<file path="config.mk">
export PLATFORM = sky130hd
export DESIGN_NAME = sar_scan_controller
export DESIGN_NICKNAME = d
export VERILOG_FILES = /design/src/rtl/adc_pkg.sv /design/src/rtl/sar_chan_picker.sv /design/src/rtl/sar_scan_controller.sv
export SDC_FILE = /design/constraint.sdc
export NUM_CORES = 1
export LEC_CHECK = 0
export ABC_AREA = 1
export ABC_CLOCK_PERIOD_IN_PS = 5100
export BUFFER_PORTS_ARGS = -buffer_cell sky130_fd_sc_hd__buf_2
export CAP_MARGIN = 15
export CORE_MARGIN = 2
export CORE_UTILIZATION = 25
export CTS_BUF_LIST = sky130_fd_sc_hd__clkbuf_16
export DETAILED_ROUTE_END_ITERATION = 8
export SKIP_CTS_REPAIR_TIMING = 1
export SLEW_MARGIN = 20
export SYNTH_ARGS = -nofsm -noshare
export SYNTH_HDL_FRONTEND = slang
export SYNTH_SLANG_ARGS = --single-unit
export TNS_END_PERCENT = 30
</file>
<file path="constraint.sdc">
create_clock -name clk -period 5.1 [get_ports clk]
set_input_delay 0.51 -clock clk [delete_from_list [all_inputs] [get_ports clk]]
set_output_delay 0.51 -clock clk [all_outputs]
set_load 0.005 [all_outputs]
</file>
<file path="src/rtl/adc_pkg.sv">
// Shared types and helpers for the SAR ADC sequencer blocks.
// Holds the sequencer state encoding and the resolution code mapping.
package adc_pkg;

    typedef enum logic [1:0] {
        IDLE    = 2'd0,
        SAMPLE  = 2'd1,
        CONVERT = 2'd2,
        ACCUM   = 2'd3
    } adc_state_e;

    localparam logic [1:0] RES_12 = 2'b00;
    localparam logic [1:0] RES_14 = 2'b01;
    localparam logic [1:0] RES_16 = 2'b10;

    // Code 2'b11 is treated as 16 bits as well.
    function automatic logic [4:0] res_bits(input logic [1:0] code);
        logic [4:0] bits;
        case (code)
            RES_12:  bits = 5'd12;
            RES_14:  bits = 5'd14;
            RES_16:  bits = 5'd16;
            default: bits = 5'd16;
        endcase
        return bits;
    endfunction

endpackage

</file>
<file path="src/rtl/sar_chan_picker.sv">
// Combinational next-set-bit finder over a channel mask.
// last=1 when no set bit exists above cur; wrap then selects the lowest set bit.
module sar_chan_picker #(
    parameter int NUM_CH = 4,
    parameter int CH_W   = $clog2(NUM_CH)
) (
    input  logic [NUM_CH-1:0] mask,
    input  logic [CH_W-1:0]   cur,
    input  logic              wrap,
    output logic [CH_W-1:0]   next_idx,
    output logic              last
);

    logic [CH_W-1:0] low_idx;
    logic [CH_W-1:0] up_idx;
    logic            up_found;

    // Scanning downwards leaves the lowest qualifying index in each result.
    always_comb begin
        low_idx  = '0;
        up_idx   = '0;
        up_found = 1'b0;
        for (int i = NUM_CH - 1; i >= 0; i--) begin
            if (mask[i]) begin
                low_idx = CH_W'(i);
                if (i > int'(cur)) begin
                    up_idx   = CH_W'(i);
                    up_found = 1'b1;
                end
            end
        end
    end

    always_comb begin
        last     = !up_found;
        next_idx = cur;
        if (up_found) begin
            next_idx = up_idx;
        end else if (wrap) begin
            next_idx = low_idx;
        end
    end

endmodule

</file>
<file path="src/rtl/sar_scan_controller.sv">
// Multi-channel SAR sequencer: scans a channel mask, runs a bit-serial search
// against an external DAC/comparator, averages, and streams tagged results.
module sar_scan_controller
    import adc_pkg::*;
#(
    parameter int MAX_RES = 16,
    parameter int NUM_CH  = 4,
    parameter int CH_W    = $clog2(NUM_CH),
    parameter int ACC_W   = MAX_RES + 3
) (
    input  logic               clk,
    input  logic               reset_n,
    input  logic               enable,
    input  logic               start,
    input  logic               auto_mode,
    input  logic [1:0]         resolution,
    input  logic [NUM_CH-1:0]  ch_mask,
    input  logic [1:0]         avg_log2,
    input  logic [3:0]         sample_cycles,
    input  logic               clr_overrun,
    output logic [CH_W-1:0]    mux_sel,
    output logic               sample_en,
    output logic [MAX_RES-1:0] dac_code,
    input  logic               comp_out,
    output logic [MAX_RES-1:0] out_data,
    output logic [CH_W-1:0]    out_ch,
    output logic               out_valid,
    input  logic               out_ready,
    output logic               busy,
    output logic               frame_done,
    output logic               overrun
);

    localparam int BW = $clog2(MAX_RES);
    localparam int RW = $clog2(MAX_RES + 1);

    adc_state_e state, state_next;

    logic [RW-1:0]      cfg_bits;
    logic [NUM_CH-1:0]  cfg_mask;
    logic [1:0]         cfg_avg;
    logic [3:0]         cfg_sample;

    logic [CH_W-1:0]    cur_ch;
    logic [3:0]         sample_cnt;
    logic [BW-1:0]      bit_idx;
    logic [MAX_RES-1:0] sar;
    logic [ACC_W-1:0]   acc;
    logic [3:0]         avg_cnt;

    logic [CH_W-1:0]    nxt_ch;
    logic               nxt_last;
    logic [CH_W-1:0]    low_nx;
    logic               low_last;
    logic [CH_W-1:0]    first_ch;
    logic               live_any;

    logic [RW-1:0]      res_clip;
    logic [ACC_W-1:0]   acc_sum;
    logic [3:0]         avg_cnt_nx;
    logic [3:0]         avg_target;
    logic               avg_done;
    logic               start_ok;
    logic               wr_result;
    logic               restart;
    logic               load_cfg;

    // Next channel within the latched mask, no wrap: last ends the frame.
    sar_chan_picker #(.NUM_CH(NUM_CH), .CH_W(CH_W)) u_next_pick (
        .mask     (cfg_mask),
        .cur      (cur_ch),
        .wrap     (1'b0),
        .next_idx (nxt_ch),
        .last     (nxt_last)
    );

    // Lowest channel of the live mask, used when a scan (re)starts.
    sar_chan_picker #(.NUM_CH(NUM_CH), .CH_W(CH_W)) u_first_pick (
        .mask     (ch_mask),
        .cur      ('0),
        .wrap     (1'b1),
        .next_idx (low_nx),
        .last     (low_last)
    );

    assign live_any = ch_mask[0] | !low_last;
    assign first_ch = ch_mask[0] ? '0 : low_nx;

    assign res_clip = (int'(res_bits(resolution)) > MAX_RES) ? RW'(MAX_RES)
                                                             : RW'(res_bits(resolution));

    assign acc_sum    = acc + ACC_W'(sar);
    assign avg_cnt_nx = avg_cnt + 4'd1;
    assign avg_target = 4'd1 << cfg_avg;
    assign avg_done   = (avg_cnt_nx >= avg_target);

    assign start_ok  = (state == IDLE) && start && enable && live_any;
    assign wr_result = (state == ACCUM) && enable && avg_done;
    assign restart   = wr_result && nxt_last && auto_mode && live_any;
    assign load_cfg  = start_ok || restart;

    always_ff @(posedge clk or negedge reset_n) begin
        if (!reset_n) begin
            state <= IDLE;
        end else begin
            state <= state_next;
        end
    end

    always_comb begin
        state_next = state;
        busy       = (state != IDLE);
        sample_en  = (state == SAMPLE);
        dac_code   = '0;
        if (state == CONVERT) begin
            dac_code = sar | (MAX_RES'(1) << bit_idx);
        end
        if ((state != IDLE) && !enable) begin
            state_next = IDLE;
        end else begin
            case (state)
                IDLE:    if (start_ok) state_next = SAMPLE;
                SAMPLE:  if (sample_cnt == cfg_sample) state_next = CONVERT;
                CONVERT: if (bit_idx == '0) state_next = ACCUM;
                ACCUM: begin
                    if (!avg_done || !nxt_last || restart) begin
                        state_next = SAMPLE;
                    end else begin
                        state_next = IDLE;
                    end
                end
                default: state_next = IDLE;
            endcase
        end
    end

    // Datapath: config latch, channel pointer, sample timer, SAR and accumulator.
    always_ff @(posedge clk or negedge reset_n) begin
        if (!reset_n) begin
            cfg_bits   <= '0;
            cfg_mask   <= '0;
            cfg_avg    <= '0;
            cfg_sample <= '0;
            cur_ch     <= '0;
            sample_cnt <= '0;
            bit_idx    <= '0;
            sar        <= '0;
            acc        <= '0;
            avg_cnt    <= '0;
        end else begin
            case (state)
                IDLE: begin
                    sample_cnt <= '0;
                    sar        <= '0;
                    acc        <= '0;
                    avg_cnt    <= '0;
                end
                SAMPLE: begin
                    if (sample_cnt == cfg_sample) begin
                        bit_idx <= BW'(cfg_bits - RW'(1));
                        sar     <= '0;
                    end else begin
                        sample_cnt <= sample_cnt + 4'd1;
                    end
                end
                CONVERT: begin
                    sar[bit_idx] <= comp_out;
                    bit_idx      <= bit_idx - BW'(1);
                end
                ACCUM: begin
                    sample_cnt <= '0;
                    if (!avg_done) begin
                        acc     <= acc_sum;
                        avg_cnt <= avg_cnt_nx;
                    end else begin
                        acc     <= '0;
                        avg_cnt <= '0;
                        if (!nxt_last) cur_ch <= nxt_ch;
                    end
                end
                default: sample_cnt <= '0;
            endcase
            if (load_cfg) begin
                cfg_bits   <= res_clip;
                cfg_mask   <= ch_mask;
                cfg_avg    <= avg_log2;
                cfg_sample <= sample_cycles;
                cur_ch     <= first_ch;
            end
        end
    end

    assign mux_sel = cur_ch;

    // Result stream. A write always lands; overrun marks a lost unread result.
    always_ff @(posedge clk or negedge reset_n) begin
        if (!reset_n) begin
            out_data   <= '0;
            out_ch     <= '0;
            out_valid  <= 1'b0;
            overrun    <= 1'b0;
            frame_done <= 1'b0;
        end else begin
            frame_done <= wr_result && nxt_last;
            if (wr_result) begin
                out_data  <= MAX_RES'(acc_sum >> cfg_avg);
                out_ch    <= cur_ch;
                out_valid <= 1'b1;
            end else if (out_valid && out_ready) begin
                out_valid <= 1'b0;
            end
            if (wr_result && out_valid && !out_ready) begin
                overrun <= 1'b1;
            end else if (clr_overrun) begin
                overrun <= 1'b0;
            end
        end
    end

endmodule

</file>
==> impl_metrics.ini, run 1 <==
[critical_path]
r2r_start = cfg_avg[0]
cp_cell_sequence = clkinv_1 -> nor2_1 -> inv_1 -> ha_1 -> inv_1 -> o21bai_1 -> nand3_1 -> nand3_2 -> nand2_2 -> inv_1 -> or2_2 -> nand2_1 -> inv_1
cp.arrival_ps = 3780
crit_fanout = 21
crit_type = reg2reg
worst_setup_path_start_kind = flip-flop
cpLargestDelayFamily = simple AND/OR/NAND/NOR gates
reg2reg_depth = 13
required_ps = 5350
cpMostUsedCell = inv_1
cp-end-kind = flip-flop
cp_slowest_cell = dfrtp_1
cp_num_buf_inv = 5
max_stage_delay_ps = 630
reg2reg_to = out_data[14]
reg2reg_setup_slack_ps = 1570

[yosys]
synth_common_cells = 216 x nand2_1, 106 x inv_1, 83 x dfrtp_1
synthAdderAreaFrac = 0.0644
synth.area.mux_share = 0.00360
synth.distinct_cells = 46
synth_compound_area_frac = 0.150
yosysMostFrequentCell = nand2_1
ys_async_sr_fraction = 1.00
synth_area_leaders = dfrtp_1 37%, nand2_1 15%, inv_1 7.2%
synth_ff_type = dfrtp_1
yosysSeqAreaShare = 0.374
synth_top_family_by_area = simple AND/OR/NAND/NOR gates
syn_avg_cell_area_sq_um = 7.26
syn_nets = 814
synth_edf_count = 0
synth_top_area_share = 0.374
netlist_area_sq_mm = 0.00556
ys_warn_count = 0
post-synth-top-area-cell = dfrtp_1
synthCells = 766
ys_ff_latch = 83
synth_xor_area_frac = 0.0234
synthSimpleGateAreaFrac = 0.292

[floorplan]
start_util = 0.255
num_rows = 54
die_w_um = 153
chipHeight_um = 153
io_pins = 61
coreArea_sq_mm = 0.0218
die_area_sq_mm = 0.0234

[sta]
min_period_over_period = 0.692
slew-limit-headroom = 0.356
max_freq_ghz = 0.283
min_period_ps = 3530
setup_viol = 0
drv_slew = 0
hold_viol_final = 0
timing.final.ws_setup_ps = 1570
fin_skew_ps = 10.4
tightest_slew_ps = 966
fin_tns_setup_ps = 0
rsz0062_at_grt = no

[cts]
clock-sinks = 83
cts_buffers = 9
clock_tree.root_cell = clkbuf_16
cts_tree = done
cts_max_path_buffers = 2
clk_latency_ps = 360
htreeDepth = 3
cts.clk_slew.worst_paths_ps = 70

[grt]
antenna_found_initial = 0
grt_use_total = 0.132
grt_max_degree = 55
grt_overflow = 0
grt_pass1_wl_um = 25000
grt_pass1_vias = 5052

[final_layout]
final_util = 0.295
multiInputGateArea_sq_mm = 0.00296
drive_above_1_share = 0.131
stdcell_count = 1105
syn_to_final_growth_pct = 16.0
diodes = 0
regArea_sq_mm = 0.00208
nNetsFinal = 868
fillerInstances = 2393

[power_and_ir_drop]
irDropWorstVdd_uv = 267
power_density_mw_per_mm2 = 495
internal_power_uw = 1750
p_sw_uw = 1440
combPwrFrac = 0.451
switching_share = 0.453
p_seq_frac = 0.324
p_clk_frac = 0.224
leakagePower_uw = 0.00335

[routing]
postRouteAntennaNets = 0
drc_errors = 0
wl_um = 15100
first_iter_violations = 399
via_count = 5128
firstDrtPassIters = 6
wire_per_inst_um = 13.7
vias_per_cell = 4.64

[placement]
globalplace.congestion = 0.917
dp.cells = 1089
place_hpwl_um = 11400
place_ws_ps = 1590
portBuffers = 60

[run_status]
status = finished, final reports clean

[run]
maxCapViolCount = 0

[min_path]
hp-class = in2async
-- layer usage --
metal / global-route usage / vias to the layer above / routed length [um]
met4: 0.0639 / 0 / 507
li1: - / 2603 / -
met1: 0.161 / 2372 / 6640
met3: 0.0193 / 33 / 537
met2: 0.228 / 120 / 7440
met5: 0 / - / 0
-- layout make-up --
| class | instances | area share |
|---|---|---|
| Tap cell | 280 | 0.0543 |
| Inverter | 110 | 0.0641 |
| Timing Repair Buffer | 63 | 0.0505 |
| Sequential cell | 83 | 0.322 |
| Multi-Input combinational cell | 553 | 0.460 |
| Clock buffer | 9 | 0.0349 |
| Clock inverter | 7 | 0.0142 |
-- layout by cell type (no fill, tap or decap), drive strengths merged, types with 4 or more instances in the layout --
cell type,netlist,final
xnor2,10,10
a32o,6,6
inv,109,114
or2,5,5
clkbuf,9,9
a21oi,40,40
a22o,4,4
nand3b,5,5
o21ai,59,59
ha,27,27
dfrtp,83,83
nand3,78,78
nor3,7,7
nor2,47,47
buf,11,63
nand2,222,222
o22ai,6,6
xor2,4,4
a21boi,12,12
-- worst reg2reg max path, delay by kind of cell (launching register included) --
| kind | cells | cell delay (ps) |
|---|---|---|
| compound gates | 1 | 60 |
| fa+ha+maj | 1 | 290 |
| buf+inv | 5 | 1110 |
| flops | 1 | 630 |
| simple gates | 6 | 1350 |
-- power groups by stage --
stage	Sequential, uW	Combinational (uW)	Clock (uW)
floorplan	979	1070	0
global placement	1050	1420	0
detailed placement	1050	1450	0
CTS	1040	1460	736
global route	1060	1650	762
finish	1030	1440	716
-- cells by family (layout without fill, tap and decap cells) --
logic type | count (synthesis) | after routing
simple gates | 371 | 371
compound gates | 138 | 138
buf+inv | 130 | 189
flops | 83 | 83
fa+ha+maj | 28 | 28
xor+xnor | 14 | 14
mux | 2 | 2
-- stage by stage --
step                instance area, sq um  power, uW  hold WS [ps]
floorplan                           5560       2050           214
global placement                    6130       2470           461
detailed placement                  6130       2490           463
CTS                                 6450       3230          97.3
global route                        6450       3470           120
finish                              6450       3190          89.4
-- flip-flops by register name, indices dropped and copies added, names as in the netlist, 3 cells and up --
name	flops
sample_cnt	4
bit_idx	4
out_data	16
acc	19
cfg_mask	3
sar	16
cfg_sample	4
avg_cnt	4
-- worst max-delay path by stage --
stage	startpoint	endpoint	slack, ps	cells after the start
final	cfg_avg[0]	out_data[14]	1570	13
after floorplan	cfg_avg[0]	cfg_mask[1]	2660	17
after detailed placement	cfg_avg[0]	out_data[14]	1590	13
after CTS	cfg_avg[0]	out_data[14]	1550	13
after global placement	cfg_avg[0]	out_data[14]	1760	13
after global routing	cfg_avg[0]	out_data[14]	1140	15
(Power assumes the default switching activity.)
==> run 2: changes to the inputs <==
--- a/config.mk
+++ b/config.mk
@@ -5,8 +5,8 @@
 export SDC_FILE = /design/constraint.sdc
 export NUM_CORES = 1
 export LEC_CHECK = 0
-export ABC_AREA = 1
-export ABC_CLOCK_PERIOD_IN_PS = 5100
+export ABC_AREA = 0
+export ABC_CLOCK_PERIOD_IN_PS = 3200
 export BUFFER_PORTS_ARGS = -buffer_cell sky130_fd_sc_hd__buf_2
 export CAP_MARGIN = 15
 export CORE_MARGIN = 2
==> constraint.sdc (replaced) <==
create_clock -name clk -period 3.2 [get_ports clk]
set_input_delay 0.32 -clock clk [delete_from_list [all_inputs] [get_ports clk]]
set_output_delay 0.32 -clock clk [all_outputs]
set_load 0.005 [all_outputs]
==> impl_metrics.ini, run 2 <==
[sta]
hold_viol_final = 0
timing.final.ws_setup_ps = 420
fin_skew_ps = 8.74
tightest_slew_ps = 768
min_period_over_period = 0.869
rsz0062_at_grt = no
slew-limit-headroom = 0.488
min_period_ps = 2780
setup_viol = 0
fin_tns_setup_ps = 0
max_freq_ghz = 0.360
drv_slew = 0

[grt]
antenna_found_initial = 0
grt_pass1_wl_um = 22900
grt_max_degree = 59
grt_pass1_vias = 4520
grt_use_total = 0.130
grt_overflow = 0

[routing]
via_count = 4456
firstDrtPassIters = 4
drc_errors = 0
vias_per_cell = 4.85
postRouteAntennaNets = 0
wl_um = 13600
wire_per_inst_um = 14.8
first_iter_violations = 336

[yosys]
syn_nets = 629
ys_async_sr_fraction = 1.00
synthSimpleGateAreaFrac = 0.162
post-synth-top-area-cell = dfrtp_1
synth_edf_count = 0
ys_warn_count = 0
synth_common_cells = 83 x dfrtp_1, 80 x nor2_1, 58 x nand2_1
synth.area.mux_share = 0.0820
synth_ff_type = dfrtp_1
synthCells = 581
yosysSeqAreaShare = 0.393
yosysMostFrequentCell = dfrtp_1
synthAdderAreaFrac = 0.0678
netlist_area_sq_mm = 0.00528
synth_top_area_share = 0.393
syn_avg_cell_area_sq_um = 9.09
synth_xor_area_frac = 0.0348
synth_compound_area_frac = 0.228
synth_area_leaders = dfrtp_1 39%, ha_1 6.4%, nor2_1 5.7%
ys_ff_latch = 83
synth.distinct_cells = 63
synth_top_family_by_area = compound AO/OA/AOI/OAI gates

[cts]
htreeDepth = 3
clk_latency_ps = 360
cts_max_path_buffers = 2
cts_tree = done
clock_tree.root_cell = clkbuf_16
cts_buffers = 9
clock-sinks = 83
cts.clk_slew.worst_paths_ps = 60

[power_and_ir_drop]
internal_power_uw = 2570
p_total_uw = 4320
combPwrFrac = 0.416
p_seq_frac = 0.346
p_sw_uw = 1760
p_clk_frac = 0.239
irDropWorstVdd_uv = 287
power_density_mw_per_mm2 = 697
leakagePower_uw = 0.00285
switching_share = 0.406

[final_layout]
mostFrequentLayoutCell = dfrtp_1
nNetsFinal = 686
final_cell_mix = 83 x dfrtp_1, 80 x nor2_1, 59 x buf_2
reg_top3 = acc x19, out_data x16, sar x16
diodes = 0
syn_to_final_growth_pct = 17.5
drive_above_1_share = 0.174
top_register = acc
largest_reg_flops = 19

[placement]
place_ws_ps = 441
place_hpwl_um = 10300
globalplace.congestion = 0.846
portBuffers = 60

[critical_path]
cp_num_buf_inv = 1
cp_slowest_cell = mux4_2
r2r_start = sar[0]
max_stage_delay_ps = 490
worst_setup_path_start_kind = flip-flop
cpLargestDelayFamily = multiplexers
reg2reg_setup_slack_ps = 420
required_ps = 3440
cp.arrival_ps = 3020
cp-end-kind = flip-flop
crit_type = reg2reg
reg2reg_depth = 10
reg2reg_to = out_data[12]
crit_fanout = 4
cp_cell_sequence = ha_1 -> inv_1 -> fa_1 -> nor2b_4 -> o31ai_4 -> a31oi_2 -> a221oi_2 -> xnor2_1 -> mux4_2 -> mux2_4

[floorplan]
die_area_sq_mm = 0.0223
chipHeight_um = 149
io_pins = 61
coreArea_sq_mm = 0.0209
die_w_um = 149
num_rows = 53
start_util = 0.253

[run]
maxCapViolCount = 0

[min_path]
hp-class = in2async

[run_status]
status = finished, final reports clean
==> run 2: cell count changes in the layout (fill, tap and decap cells not counted), moves of 12 or more <==
cell | before | now
a22o_1 | 4 | 19
mux2_2 | 0 | 12
nand2_1 | 216 | 58
inv_1 | 106 | 14
nor2_1 | 46 | 80
nand3_1 | 74 | 10
mux2i_1 | 2 | 26
==> run 2: stage by stage <==
stage	instance area, sq um	hold slack, ps	std cells	utilization
6_report	6200	32.7	918	0.297
5_1_grt	6200	108	918	0.297
4_1_cts	6200	75.8	918	0.297
3_5_place_dp	5920	456	902	0.283
3_3_place_gp	5920	453	902	0.283
2_1_floorplan	5280	24.4	581	-
==> run 2: metal layers <==
layer | vias to the layer above | GRT usage | part of all wire
met5 | - | 0 | 0
met4 | 0 | 0.0681 | 0.033
met3 | 25 | 0.0214 | 0.034
met2 | 88 | 0.210 | 0.47
met1 | 2122 | 0.169 | 0.46
li1 | 2221 | - | -
==> run 2: worst max path at each step <==
| stage | from | to | slack, ps | cells after the start |
|---|---|---|---|---|
| after floorplan | cfg_avg[0] | cfg_avg[0] | 270 | 12 |
| final | sar[0] | out_data[12] | 420 | 10 |
| after CTS | sar[0] | out_data[12] | 420 | 10 |
| after global routing | sar[9] | out_data[12] | 240 | 8 |
| after detailed placement | sar[0] | out_data[12] | 440 | 10 |
| after global placement | sar[0] | out_data[12] | 500 | 10 |
==> run 2: power by group through the flow <==
stage | clock network, uW | registers [uW] | logic, uW
3_3_place_gp | 0 | 1510 | 1800
2_1_floorplan | 0 | 1420 | 1350
4_1_cts | 1060 | 1500 | 1820
6_report | 1030 | 1490 | 1800
3_5_place_dp | 0 | 1520 | 1820
5_1_grt | 1100 | 1540 | 2030
==> run 2: cell type report <==
cell class	instances	area (sq um)
Fill cell	2266	14700
Multi-Input combinational cell	454	3030
Sequential cell	83	2080
Timing Repair Buffer	73	400
Tap cell	275	344
Clock buffer	9	225
Inverter	17	63.8
Clock inverter	7	58.8
==> run 2: cells by family after synthesis <==
kind of cell / Yosys count
and+or+nand+nor: 194
AOI/OAI and AO/OA: 171
DFF: 83
buffers and inverters: 44
muxes: 40
adders and majority gates: 28
xor gates and xnor gates: 21
==> run 3: changes to the inputs <==
--- a/config.mk
+++ b/config.mk
@@ -9,6 +9,7 @@
 export ABC_CLOCK_PERIOD_IN_PS = 3200
 export BUFFER_PORTS_ARGS = -buffer_cell sky130_fd_sc_hd__buf_2
 export CAP_MARGIN = 15
+export CORE_ASPECT_RATIO = 1.5
 export CORE_MARGIN = 2
 export CORE_UTILIZATION = 25
 export CTS_BUF_LIST = sky130_fd_sc_hd__clkbuf_16
==> impl_metrics.ini, run 3 (synthesis gave the netlist of run 2 again) <==
[cts]
cts.clk_slew.worst_paths_ps = 60
htreeDepth = 3
cts_max_path_buffers = 2
cts_buffers = 9
clock_tree.root_cell = clkbuf_16
cts_tree = done
clk_latency_ps = 340
clock-sinks = 83

[routing]
first_iter_violations = 175
wl_um = 14200
via_count = 4445
postRouteAntennaNets = 0
vias_per_cell = 4.87
drc_errors = 0
wire_per_inst_um = 15.5
firstDrtPassIters = 4

[floorplan]
die_w_um = 123
num_rows = 65
start_util = 0.253
io_pins = 61
die_area_sq_mm = 0.0223
coreArea_sq_mm = 0.0209
chipHeight_um = 182

[grt]
grt_pass1_wl_um = 23200
antenna_found_initial = 0
grt_pass1_vias = 4523
grt_max_degree = 68
grt_overflow = 0
grt_use_total = 0.132

[critical_path]
cp_num_buf_inv = 1
cpMostUsedCell = a21o_1
cp_cell_sequence = nor2_1 -> ha_1 -> nand2b_1 -> a21o_1 -> a21o_1 -> a21o_1 -> a31oi_1 -> a21oi_1 -> buf_4 -> mux2_2
reg2reg_to = cfg_sample[1]
r2r_start = cfg_avg[1]
reg2reg_setup_slack_ps = 410
reg2reg_depth = 10
required_ps = 3430
cp_slowest_cell = dfrtp_1
cp.arrival_ps = 3020
cpLargestDelayFamily = compound AO/OA/AOI/OAI gates
crit_type = reg2reg
worst_setup_path_start_kind = flip-flop
max_stage_delay_ps = 580
crit_fanout = 13
cp-end-kind = flip-flop

[sta]
hold_ws_ps = 103
min_period_ps = 2790
drv_slew = 0
setup_viol = 0
slew-limit-headroom = 0.401
fin_skew_ps = 7.81
min_period_over_period = 0.872
rsz0062_at_grt = no
fin_tns_setup_ps = 0
tightest_slew_ps = 899
max_freq_ghz = 0.358
timing.final.ws_setup_ps = 409
hold_viol_final = 0

[power_and_ir_drop]
irDropWorstVdd_uv = 266
power_density_mw_per_mm2 = 719
leakagePower_uw = 0.00287

[placement]
place_ws_ps = 394
placed_area_sq_mm = 0.00592
globalplace.congestion = 0.843
place_hpwl_um = 10800
portBuffers = 60

[final_layout]
nNetsFinal = 688
final_util = 0.299
design_area_sq_mm = 0.00624
top_register = acc
multiInputGateArea_sq_mm = 0.00303
mostFrequentLayoutCell = dfrtp_1
syn_to_final_growth_pct = 18.2
regArea_sq_mm = 0.00208
diodes = 0
drive_above_1_share = 0.180
fillerInstances = 2197
largest_reg_flops = 19
final_cell_mix = 83 x dfrtp_1, 80 x nor2_1, 59 x buf_2
reg_top3 = acc x19, out_data x16, sar x16

[run]
maxCapViolCount = 0

[min_path]
hp-class = in2async

[run_status]
status = finished, final reports clean
[run 3: layer usage]
metal,GRT usage,wire length (um),vias up
met5,0,0,-
li1,-,-,2227
met4,0.0566,348,0
met2,0.227,7170,71
met1,0.158,6130,2130
met3,0.0223,497,17
[run 3: worst register-to-register path: cells and delay by family, from the launching register on]
kind                     cells  cell delay, ps
adder cells (fa/ha/maj)      1             280
AO/OA/AOI/OAI                5            1000
flip-flops                   1             580
multiplexers                 1             340
AND/OR/NAND/NOR              2             190
buffers and inverters        1             270
[run 3: power by group]
part           internal, uW  switching [uW]
combinational           728            1120
clock                   681             447
sequential             1270             247
[run 3: layout make-up]
class | count | share of cell area
Clock buffer | 9 | 0.0361
Clock inverter | 7 | 0.0148
Inverter | 17 | 0.0102
Multi-Input combinational cell | 454 | 0.486
Sequential cell | 83 | 0.333
Tap cell | 268 | 0.0537
Timing Repair Buffer | 75 | 0.0665
[run 3: per-stage QoR]
stage          total power (uW)  instances
6_report                   4490        913
5_1_grt                    4820        913
4_1_cts                    4550        913
3_5_place_dp               3400        897
3_3_place_gp               3380        897
2_1_floorplan              2770        581
[run 3: worst max path at each step]
stage	startpoint	endpoint	slack, ps	cells after the start
2_1_floorplan	cfg_avg[0]	cfg_avg[0]	270	12
3_3_place_gp	sar[0]	out_data[12]	430	10
3_5_place_dp	cfg_avg[1]	cfg_sample[1]	390	10
4_1_cts	cfg_avg[1]	cfg_sample[1]	380	10
5_1_grt	cfg_avg[1]	cfg_sample[3]	170	10
6_report	cfg_avg[1]	cfg_sample[1]	410	10
